==> src/rtl/motor_cmd_sequencer.sv <==
// Run/stop/clear command sequencer in front of the BLE motor driver stage.
// Arbitrates host and panel commands, enforces reversal dwell and alarm recovery.
module motor_cmd_sequencer #(
    parameter logic [31:0] DWELL_CYC     = 32'd10_000_000,
    parameter logic [31:0] PULSE_CYC     = 32'd1_000_000,
    parameter logic [31:0] ALARM_DEB_CYC = 32'd1_000,
    parameter logic [1:0]  MAX_RETRY     = 2'd3
) (
    input  logic       sys_clk,
    input  logic       sys_rst_n,
    input  logic       host_req_valid,
    input  logic [1:0] host_req_cmd,
    output logic       host_req_ready,
    input  logic       panel_req_valid,
    input  logic [1:0] panel_req_cmd,
    output logic       panel_req_ready,
    input  logic       alarm_out_n,
    output logic       motor_state,
    output logic       motor_direction,
    output logic       motor_alarm_reset,
    output logic       fault,
    output logic [1:0] retry_cnt,
    output logic [2:0] seq_state
);

    typedef enum logic [2:0] {
        S_IDLE    = 3'd0,
        S_RUN     = 3'd1,
        S_BRAKE   = 3'd2,
        S_ALARM   = 3'd3,
        S_CLEAR   = 3'd4,
        S_LOCKOUT = 3'd5
    } state_t;

    typedef enum logic [1:0] {
        CMD_STOP  = 2'b00,
        CMD_FWD   = 2'b01,
        CMD_REV   = 2'b10,
        CMD_CLEAR = 2'b11
    } cmd_t;

    state_t      state;
    logic [31:0] timer;
    logic [31:0] deb_cnt;
    logic [1:0]  alarm_sync;
    logic        clear_wait;
    logic        pend_valid;
    logic        pend_dir;
    logic        alarm_hit;
    logic        host_ok;
    logic        panel_ok;
    logic        acc_valid;
    logic [1:0]  acc_cmd;
    logic [1:0]  retry_next;

    function automatic logic cmd_ok(input state_t s, input logic [1:0] c, input logic from_panel);
        case (s)
            S_IDLE, S_RUN: cmd_ok = 1'b1;
            S_BRAKE:       cmd_ok = (c == CMD_STOP);
            S_ALARM:       cmd_ok = (c == CMD_CLEAR) || (c == CMD_STOP);
            S_LOCKOUT:     cmd_ok = from_panel && (c == CMD_CLEAR);
            default:       cmd_ok = 1'b0;
        endcase
    endfunction

    assign seq_state  = state;
    assign retry_next = retry_cnt + 2'd1;
    assign alarm_hit  = (deb_cnt >= ALARM_DEB_CYC) && (state inside {S_IDLE, S_RUN, S_BRAKE});

    // Readiness is withheld while an alarm is being declared so no command is silently dropped.
    always_comb begin
        host_ok         = host_req_valid && cmd_ok(state, host_req_cmd, 1'b0) && !alarm_hit;
        panel_ok        = panel_req_valid && cmd_ok(state, panel_req_cmd, 1'b1) && !alarm_hit;
        host_req_ready  = 1'b0;
        panel_req_ready = 1'b0;
        if (panel_ok && panel_req_cmd == CMD_STOP)
            panel_req_ready = 1'b1;
        else if (host_ok && host_req_cmd == CMD_STOP)
            host_req_ready = 1'b1;
        else if (panel_ok)
            panel_req_ready = 1'b1;
        else if (host_ok)
            host_req_ready = 1'b1;
        acc_valid = host_req_ready || panel_req_ready;
        acc_cmd   = panel_req_ready ? panel_req_cmd : host_req_cmd;
    end

    always_ff @(posedge sys_clk or negedge sys_rst_n) begin
        if (!sys_rst_n) begin
            state             <= S_IDLE;
            timer             <= '0;
            deb_cnt           <= '0;
            alarm_sync        <= '1;
            clear_wait        <= 1'b0;
            pend_valid        <= 1'b0;
            pend_dir          <= 1'b0;
            motor_state       <= 1'b0;
            motor_direction   <= 1'b0;
            motor_alarm_reset <= 1'b0;
            fault             <= 1'b0;
            retry_cnt         <= '0;
        end else begin
            alarm_sync <= {alarm_sync[0], alarm_out_n};
            if (alarm_sync[1])
                deb_cnt <= '0;
            else if (deb_cnt != '1)
                deb_cnt <= deb_cnt + 32'd1;
            if (timer != '1)
                timer <= timer + 32'd1;

            if (alarm_hit) begin
                state       <= S_ALARM;
                timer       <= '0;
                motor_state <= 1'b0;
                pend_valid  <= 1'b0;
                fault       <= 1'b1;
            end else begin
                case (state)
                    S_IDLE: begin
                        if (acc_valid && (acc_cmd == CMD_FWD || acc_cmd == CMD_REV)) begin
                            state           <= S_RUN;
                            timer           <= '0;
                            motor_state     <= 1'b1;
                            motor_direction <= (acc_cmd == CMD_FWD);
                            pend_valid      <= 1'b0;
                        end
                    end
                    S_RUN: begin
                        if (acc_valid && acc_cmd == CMD_STOP) begin
                            state       <= S_BRAKE;
                            timer       <= '0;
                            motor_state <= 1'b0;
                            pend_valid  <= 1'b0;
                        end else if (acc_valid && (acc_cmd == CMD_FWD || acc_cmd == CMD_REV)
                                     && ((acc_cmd == CMD_FWD) != motor_direction)) begin
                            state       <= S_BRAKE;
                            timer       <= '0;
                            motor_state <= 1'b0;
                            pend_valid  <= 1'b1;
                            pend_dir    <= (acc_cmd == CMD_FWD);
                        end
                    end
                    S_BRAKE: begin
                        if (acc_valid)
                            pend_valid <= 1'b0;
                        if (timer >= DWELL_CYC - 32'd1) begin
                            timer <= '0;
                            // A STOP landing on the final dwell cycle still cancels the restart.
                            if (pend_valid && !acc_valid) begin
                                state           <= S_RUN;
                                motor_state     <= 1'b1;
                                motor_direction <= pend_dir;
                                pend_valid      <= 1'b0;
                            end else begin
                                state <= S_IDLE;
                            end
                        end
                    end
                    S_ALARM: begin
                        if (acc_valid && acc_cmd == CMD_CLEAR) begin
                            state             <= S_CLEAR;
                            timer             <= '0;
                            clear_wait        <= 1'b0;
                            motor_alarm_reset <= 1'b1;
                        end
                    end
                    S_CLEAR: begin
                        if (!clear_wait) begin
                            if (timer >= PULSE_CYC - 32'd1) begin
                                timer             <= '0;
                                clear_wait        <= 1'b1;
                                motor_alarm_reset <= 1'b0;
                            end
                        end else if (timer >= DWELL_CYC - 32'd1) begin
                            timer      <= '0;
                            clear_wait <= 1'b0;
                            if (alarm_sync[1]) begin
                                state     <= S_IDLE;
                                retry_cnt <= '0;
                                fault     <= 1'b0;
                            end else begin
                                retry_cnt <= retry_next;
                                if (retry_next == MAX_RETRY) begin
                                    state           <= S_LOCKOUT;
                                    motor_direction <= 1'b0;
                                end else begin
                                    state <= S_ALARM;
                                end
                            end
                        end
                    end
                    S_LOCKOUT: begin
                        if (acc_valid && alarm_sync[1]) begin
                            state     <= S_IDLE;
                            timer     <= '0;
                            retry_cnt <= '0;
                            fault     <= 1'b0;
                        end
                    end
                    default: begin
                        state <= S_IDLE;
                        timer <= '0;
                    end
                endcase
            end
        end
    end

endmodule

==> config.mk <==
export PLATFORM = sky130hd
export DESIGN_NAME = motor_cmd_sequencer
export DESIGN_NICKNAME = d
export VERILOG_FILES = /design/src/rtl/motor_cmd_sequencer.sv
export SDC_FILE = /design/constraint.sdc
export NUM_CORES = 1
export LEC_CHECK = 0
export BUFFER_PORTS_ARGS = -buffer_cell sky130_fd_sc_hd__buf_2
export CELL_PAD_IN_SITES_DETAIL_PLACEMENT = 0
export CELL_PAD_IN_SITES_GLOBAL_PLACEMENT = 2
export CORE_MARGIN = 2
export CORE_UTILIZATION = 39
export CTS_CLUSTER_SIZE = 24
export DETAILED_ROUTE_END_ITERATION = 10
export PLACE_DENSITY_LB_ADDON = 0.1
export SLEW_MARGIN = 10
export SYNTH_ARGS = -nofsm -noshare
export SYNTH_HDL_FRONTEND = slang
export SYNTH_SLANG_ARGS = --single-unit
==> constraint.sdc <==
create_clock -name sys_clk -period 4.26 [get_ports sys_clk]
set_input_delay 0.639 -clock sys_clk [delete_from_list [all_inputs] [get_ports sys_clk]]
set_output_delay 0.639 -clock sys_clk [all_outputs]
set_load 0.05 [all_outputs]
==> impl_metrics.env, run 1 <==
export IMPL_post_route_period_util=0.892
export IMPL_slowest_stage="dfrtp_1"
export IMPL_async_reset_ff_frac=1.00
export IMPL_hold_buffers=0
export IMPL_fin_nets=568
export IMPL_fillerInstances=1171
export IMPL_worstPathCellList="nor4_1 -> nand4_1 -> nor2_1 -> nor2_1 -> a211oi_2 -> mux2i_1 -> inv_1 -> ha_1 -> xnor2_1 -> a21boi_0 -> o32ai_1 -> nand2b_1 -> a21oi_1 -> o21ai_2 -> buf_4 -> nor2_1"
export IMPL_post_cts_buffers=0
export IMPL_wl_mm=10.7
export IMPL_hpwl_mm=7.27
export IMPL_cts_root_buf="clkbuf_16"
export IMPL_crit_path_frequent_cell="nor2_1"
export IMPL_hold_viol=0
export IMPL_clock_fmax_mhz=263
export IMPL_cts_inserted_buffers=9
export IMPL_fin_tns_setup_ns=0
export IMPL_syn_cell_area_mm2=0.00467
export IMPL_placedCellCount=681
export IMPL_drc=0
export IMPL_internal_power_w=0.00154
export IMPL_hold_path_class="reg -> reg"
export IMPL_std_cell_rows=39
export IMPL_areaGrowthSynthToFinish_pct=11.0
export IMPL_status="finished, final reports clean"
export IMPL_path_max_fanout=32
export IMPL_drv_slew=0
export IMPL_fp_coreArea_mm2=0.0116
export IMPL_worst_slack_ns=0.462
export IMPL_n_antenna_cell=0
export IMPL_p_comb_frac=0.341
export IMPL_dp_slack_ns=0.452
export IMPL_rsz0062_at_grt="false"
export IMPL_startpoint_type="register"
export IMPL_die_x_um=113
export IMPL_max_stage_delay_ns=0.43
export IMPL_grt_pass1_wl_mm=19.0
export IMPL_ios=20
export IMPL_p_switching_w=0.000948
export IMPL_maxSlewHeadroom=0.318
export IMPL_worst_pin_slew_ns=1.02
export IMPL_clk_pin_slew_ns=0.06
export IMPL_ys_seq_elements=78
export IMPL_grt_pass1_vias=3796
export IMPL_stdcell_count=696
export IMPL_worst_hold_slack_ns=0.360
export IMPL_die_area_mm2=0.0129
export IMPL_finalCriticalPeriod_ns=3.80
export IMPL_synthCells=531
export IMPL_start_util=0.404
export IMPL_setup_viol=0
export IMPL_syn_num_nets=550
export IMPL_p_seq_frac=0.355
export IMPL_gp_congestion=0.817
export IMPL_r2r_setup_slack_ns=0.46
export IMPL_p_sw_frac=0.381
export IMPL_power_density_mw_per_mm2=479
export IMPL_synth_cell_type_count=64
export IMPL_gr_total_overflow=0
export IMPL_syn_avg_cell_area_um2=8.80
export IMPL_ys_dominant_reg_cell="dfrtp_1"
export IMPL_clockBufferDepth=2
export IMPL_routed_via_density=5.40
export IMPL_worst_skew_pair_late_latency_ns=0.34
export IMPL_synth_largest_area_cell="dfrtp_1"
export IMPL_power_frac_clock=0.304
export IMPL_cts_htree_levels=3
export IMPL_maxCapViolCount=0
export IMPL_yosys_warnings=0
export IMPL_post_drt_wl_per_cell_um=15.4
export IMPL_crit_arrival_ns=4.07
export IMPL_synth_common_cells="95 x nor2_1, 76 x dfrtp_1, 41 x nand2_1, 41 x xor2_1, 32 x nand3_1"
export IMPL_synth_edf_count=0
export IMPL_leakage_nw=2.23
export IMPL_critPathRequiredTime_ns=4.53
export IMPL_cts_resized=0
export IMPL_cts_tree="yes"
export IMPL_ant_nets=0
export IMPL_num_vias=3760
export IMPL_clkSinkCount=78
export IMPL_drive_gt1_frac=0.103
export IMPL_synth_most_common_cell="nor2_1"
export IMPL_drtIter0Drc=183
export IMPL_ir_drop_uv=234
export IMPL_grt_max_degree=79
export IMPL_portBuffers=19
export IMPL_antenna_found_initial=0
export IMPL_finalPower_w=0.00249
export IMPL_fin_worst_skew_ns=0.00621
export IMPL_track_usage=0.184
export IMPL_critPathKind="reg -> reg"
export IMPL_ys_seq_area_frac=0.418
export IMPL_netlist_area_leader_share=0.407
export IMPL_first_pass_iters=4
export IMPL_synth_area_leaders="dfrtp_1 41%, xor2_1 7.7%, nor2_1 7.6%"
export IMPL_die_y_um=113
export IMPL_critPathCaptureType="register"
-- registers in the layout, indices dropped and copies added, names as in the netlist --
| signal | cells |
|---|---|
| timer | 32 |
| motor_direction | 1 |
| fault | 1 |
| alarm_sync | 2 |
| retry_cnt | 2 |
| pend_valid | 1 |
| pend_dir | 1 |
| motor_state | 1 |
| motor_alarm_reset | 1 |
| clear_wait | 1 |
| seq_state | 3 |
| deb_cnt | 32 |
-- cells in the final DEF, fill, tap and decap left out, drive strengths merged, types with 10 or more instances in the layout --
master and count:
nor4 11, clkbuf 11, o21ai 21, and3 11, xnor2 20, nand2b 12
nor2 96, nor3 15, inv 19, ha 10, xor2 41, a21oi 15
nand2 41, nand4 21, dfrtp 76, buf 26, nand3 32
-- routing by layer --
| layer | GRT usage | vias to the layer above | share of wire |
|---|---|---|---|
| met5 | 0 | - | 0 |
| met4 | 0.0724 | 0 | 0.020 |
| met3 | 0.0282 | 18 | 0.025 |
| met2 | 0.285 | 44 | 0.45 |
| met1 | 0.259 | 1815 | 0.50 |
| li1 | - | 1883 | - |
-- cells by family (layout without fill, tap and decap cells) --
group	Yosys count	count (layout)	synth area share
simple gates	270	270	0.290
flops	78	78	0.418
compound gates	68	68	0.102
xor+xnor	61	61	0.114
buf+inv	38	60	0.0356
fa+ha+maj	10	10	0.0268
mux	6	6	0.0134
-- worst max-delay path, delay by kind of cell, from the launching register on --
kind                     cells  cell delay, ns
AND/OR/NAND/NOR              6            1.30
AO/OA/AOI/OAI                5            0.92
flip-flops                   1            0.43
buffers and inverters        2            0.35
multiplexers                 1            0.29
adder cells (fa/ha/maj)      1            0.24
XOR/XNOR                     1            0.16
-- power groups by stage --
stage / Sequential, W / Combinational (W) / Clock (W)
after global routing: 0.000890 / 0.000950 / 0.000809
after detailed placement: 0.000894 / 0.000855 / 0
after CTS: 0.000882 / 0.000861 / 0.000780
after floorplan: 0.000945 / 0.000607 / 0
final: 0.000882 / 0.000848 / 0.000757
after global placement: 0.000894 / 0.000856 / 0
-- final timing paths --
check,from,end,depth (start not counted)
max,deb_cnt[16],timer[11],16
min,alarm_sync[0],alarm_sync[1],0
max reg2reg,deb_cnt[16],timer[11],16
min reg2reg,alarm_sync[0],alarm_sync[1],0
max in group asynchronous,sys_rst_n,deb_cnt[9],1
min in group asynchronous,sys_rst_n,pend_dir,1
-- cell type report --
| type | instances | area (um^2) | share of cell area |
|---|---|---|---|
| multi-input combinational | 415 | 2550 | 0.492 |
| sequential | 78 | 1950 | 0.377 |
| clock buffer | 11 | 233 | 0.0448 |
| tap | 143 | 179 | 0.0345 |
| timing repair buffer | 26 | 150 | 0.0289 |
| inverter | 19 | 71.3 | 0.0137 |
| clock inverter | 4 | 48.8 | 0.00940 |
-- through the flow --
stage / utilization / cell area, um^2
5_1_grt: 0.449 / 5190
3_3_place_gp: 0.424 / 4910
6_report: 0.449 / 5190
4_1_cts: 0.449 / 5190
3_5_place_dp: 0.424 / 4910
2_1_floorplan: - / 4670
No activity file was read; power rests on OpenSTA's default activity.
==> run 2: changes to the inputs <==
--- a/config.mk
+++ b/config.mk
@@ -5,7 +5,7 @@
 export SDC_FILE = /design/constraint.sdc
 export NUM_CORES = 1
 export LEC_CHECK = 0
-export BUFFER_PORTS_ARGS = -buffer_cell sky130_fd_sc_hd__buf_2
+export BUFFER_PORTS_ARGS = -buffer_cell sky130_fd_sc_hd__clkbuf_2
 export CELL_PAD_IN_SITES_DETAIL_PLACEMENT = 0
 export CELL_PAD_IN_SITES_GLOBAL_PLACEMENT = 2
 export CORE_MARGIN = 2
==> run 2 against run 1 <==
Global-route usage decreased by 0.39 points. Wire length decreased by 0.83%. Maximum frequency increased by 1.8%. Non-clock buffer count increased by 1. Design area increased by 0.14%. Combinational power increased by 1%. Clock-buffer cell count unchanged. Hold slack got worse by 0.0030 ns. Core utilization increased by 0.065 points. Highest routed layer unchanged.
==> impl_metrics.env, run 2 (synthesis gave the netlist of run 1 again) <==
export IMPL_n_antenna_cell=0
export IMPL_r2r_setup_slack_ns=0.53
export IMPL_grt_pass1_wl_mm=18.8
export IMPL_placedCellCount=682
export IMPL_hold_buffers=0
export IMPL_ios=20
export IMPL_drc=0
export IMPL_std_cell_rows=39
export IMPL_clk_pin_slew_ns=0.06
export IMPL_utilization=0.449
export IMPL_gr_total_overflow=0
export IMPL_gp_congestion=0.841
export IMPL_hold_path_class="reg -> reg"
export IMPL_fin_tns_setup_ns=0
export IMPL_antenna_found_initial=0
export IMPL_clock_fmax_mhz=268
export IMPL_power_density_mw_per_mm2=478
export IMPL_cts_resized=0
export IMPL_stdcell_count=697
export IMPL_final_common_cell="nor2_1"
export IMPL_drive_gt1_frac=0.105
export IMPL_startpoint_type="register"
export IMPL_areaGrowthSynthToFinish_pct=11.2
export IMPL_ir_drop_uv=239
export IMPL_path_max_fanout=32
export IMPL_grt_pass1_vias=3805
export IMPL_cts_htree_levels=3
export IMPL_hpwl_mm=7.33
export IMPL_post_cts_buffers=0
export IMPL_timing_rr_start="deb_cnt[16]"
export IMPL_worst_hold_slack_ns=0.357
export IMPL_cts_tree="yes"
export IMPL_portBuffers=19
export IMPL_critPathCaptureType="register"
export IMPL_maxSlewHeadroom=0.317
export IMPL_wl_mm=10.6
export IMPL_die_x_um=113
export IMPL_start_util=0.404
export IMPL_worst_pin_slew_ns=1.02
export IMPL_worstPathCellList="nor4_1 -> nand4_1 -> nor2_1 -> nor2_1 -> a211oi_2 -> mux2i_1 -> inv_1 -> ha_1 -> xnor2_1 -> a21boi_0 -> o32ai_1 -> nand2b_1 -> a21oi_1 -> o21ai_2 -> buf_4 -> nor2_1"
export IMPL_track_usage=0.180
export IMPL_num_vias=3718
export IMPL_max_stage_delay_ns=0.43
export IMPL_clockBufferDepth=2
export IMPL_post_route_period_util=0.876
export IMPL_leakage_nw=2.24
export IMPL_worst_skew_pair_late_latency_ns=0.34
export IMPL_crit_arrival_ns=4.00
export IMPL_rsz0062_at_grt="false"
export IMPL_post_drt_wl_per_cell_um=15.2
export IMPL_setup_viol=0
export IMPL_fillerInstances=1157
export IMPL_r2r_end="timer[9]"
export IMPL_fp_coreArea_mm2=0.0116
export IMPL_slowest_stage="dfrtp_1"
export IMPL_finalCriticalPeriod_ns=3.73
export IMPL_fin_worst_skew_ns=0.00485
export IMPL_final_cell_mix="95 x nor2_1, 76 x dfrtp_1, 41 x nand2_1, 41 x xor2_1, 32 x nand3_1"
export IMPL_critPathRequiredTime_ns=4.53
export IMPL_clkSinkCount=78
export IMPL_ant_nets=0
export IMPL_cts_root_buf="clkbuf_16"
export IMPL_fin_nets=569
export IMPL_multi_input_comb_area_mm2=0.00255
export IMPL_crit_path_frequent_cell="nor2_1"
export IMPL_cts_inserted_buffers=9
export IMPL_crit_start="deb_cnt[16]"
export IMPL_first_pass_iters=4
export IMPL_drv_slew=0
export IMPL_critPathKind="reg -> reg"
export IMPL_routed_via_density=5.33
export IMPL_maxCapViolCount=0
export IMPL_hold_viol=0
export IMPL_worst_r2r_path_depth=16
export IMPL_endpoint="timer[9]"
export IMPL_die_area_mm2=0.0129
export IMPL_drtIter0Drc=168
export IMPL_die_y_um=113
export IMPL_seqCellArea_mm2=0.00195
export IMPL_status="finished, final reports clean"
export IMPL_grt_max_degree=79
run 2: critical path, delay by kind of cell (launching register included):
family	cells	cell delay, ns
muxes	1	0.28
AOI/OAI and AO/OA	5	0.94
and+or+nand+nor	6	1.26
DFF	1	0.43
buffers and inverters	2	0.35
adders and majority gates	1	0.23
xor gates and xnor gates	1	0.17
run 2: power breakdown:
group | internal (W) | switching (W) | total (W)
combinational | 0.000291 | 0.000568 | 0.000860
sequential | 0.000800 | 0.0000752 | 0.000875
clock | 0.000450 | 0.000301 | 0.000751
run 2: per-layer routing:
metal	wire length, um	vias up	GRT usage
li1	-	1887	-
met2	4780	29	0.285
met3	215	15	0.0271
met4	169	0	0.0626
met1	5440	1787	0.252
met5	0	-	0
run 2: layout make-up:
class                      count  share of cell area
clock buffer                  11              0.0448
clock inverter                 4             0.00939
inverter                      19              0.0137
timing repair buffer          27              0.0303
sequential                    78               0.376
multi-input combinational    415               0.491
tap                          143              0.0344
run 2: worst min path at each step:
stage	startpoint	end	slack (ns)	cells past startpoint
floorplan	sys_rst_n	clear_wait	0.34	0
global placement	alarm_sync[0]	alarm_sync[1]	0.35	0
detailed placement	alarm_sync[0]	alarm_sync[1]	0.35	0
CTS	alarm_sync[0]	alarm_sync[1]	0.36	0
global route	alarm_sync[0]	alarm_sync[1]	0.37	0
finish	alarm_sync[0]	alarm_sync[1]	0.36	0
run 2: metrics by stage:
stage                     power (W)  area, um^2  setup WS [ns]
after global routing        0.00266        5200         0.0933
after detailed placement    0.00175        4920          0.473
after floorplan             0.00155        4670          0.429
after global placement      0.00176        4920          0.561
after CTS                   0.00252        5200          0.497
final                       0.00249        5200          0.530
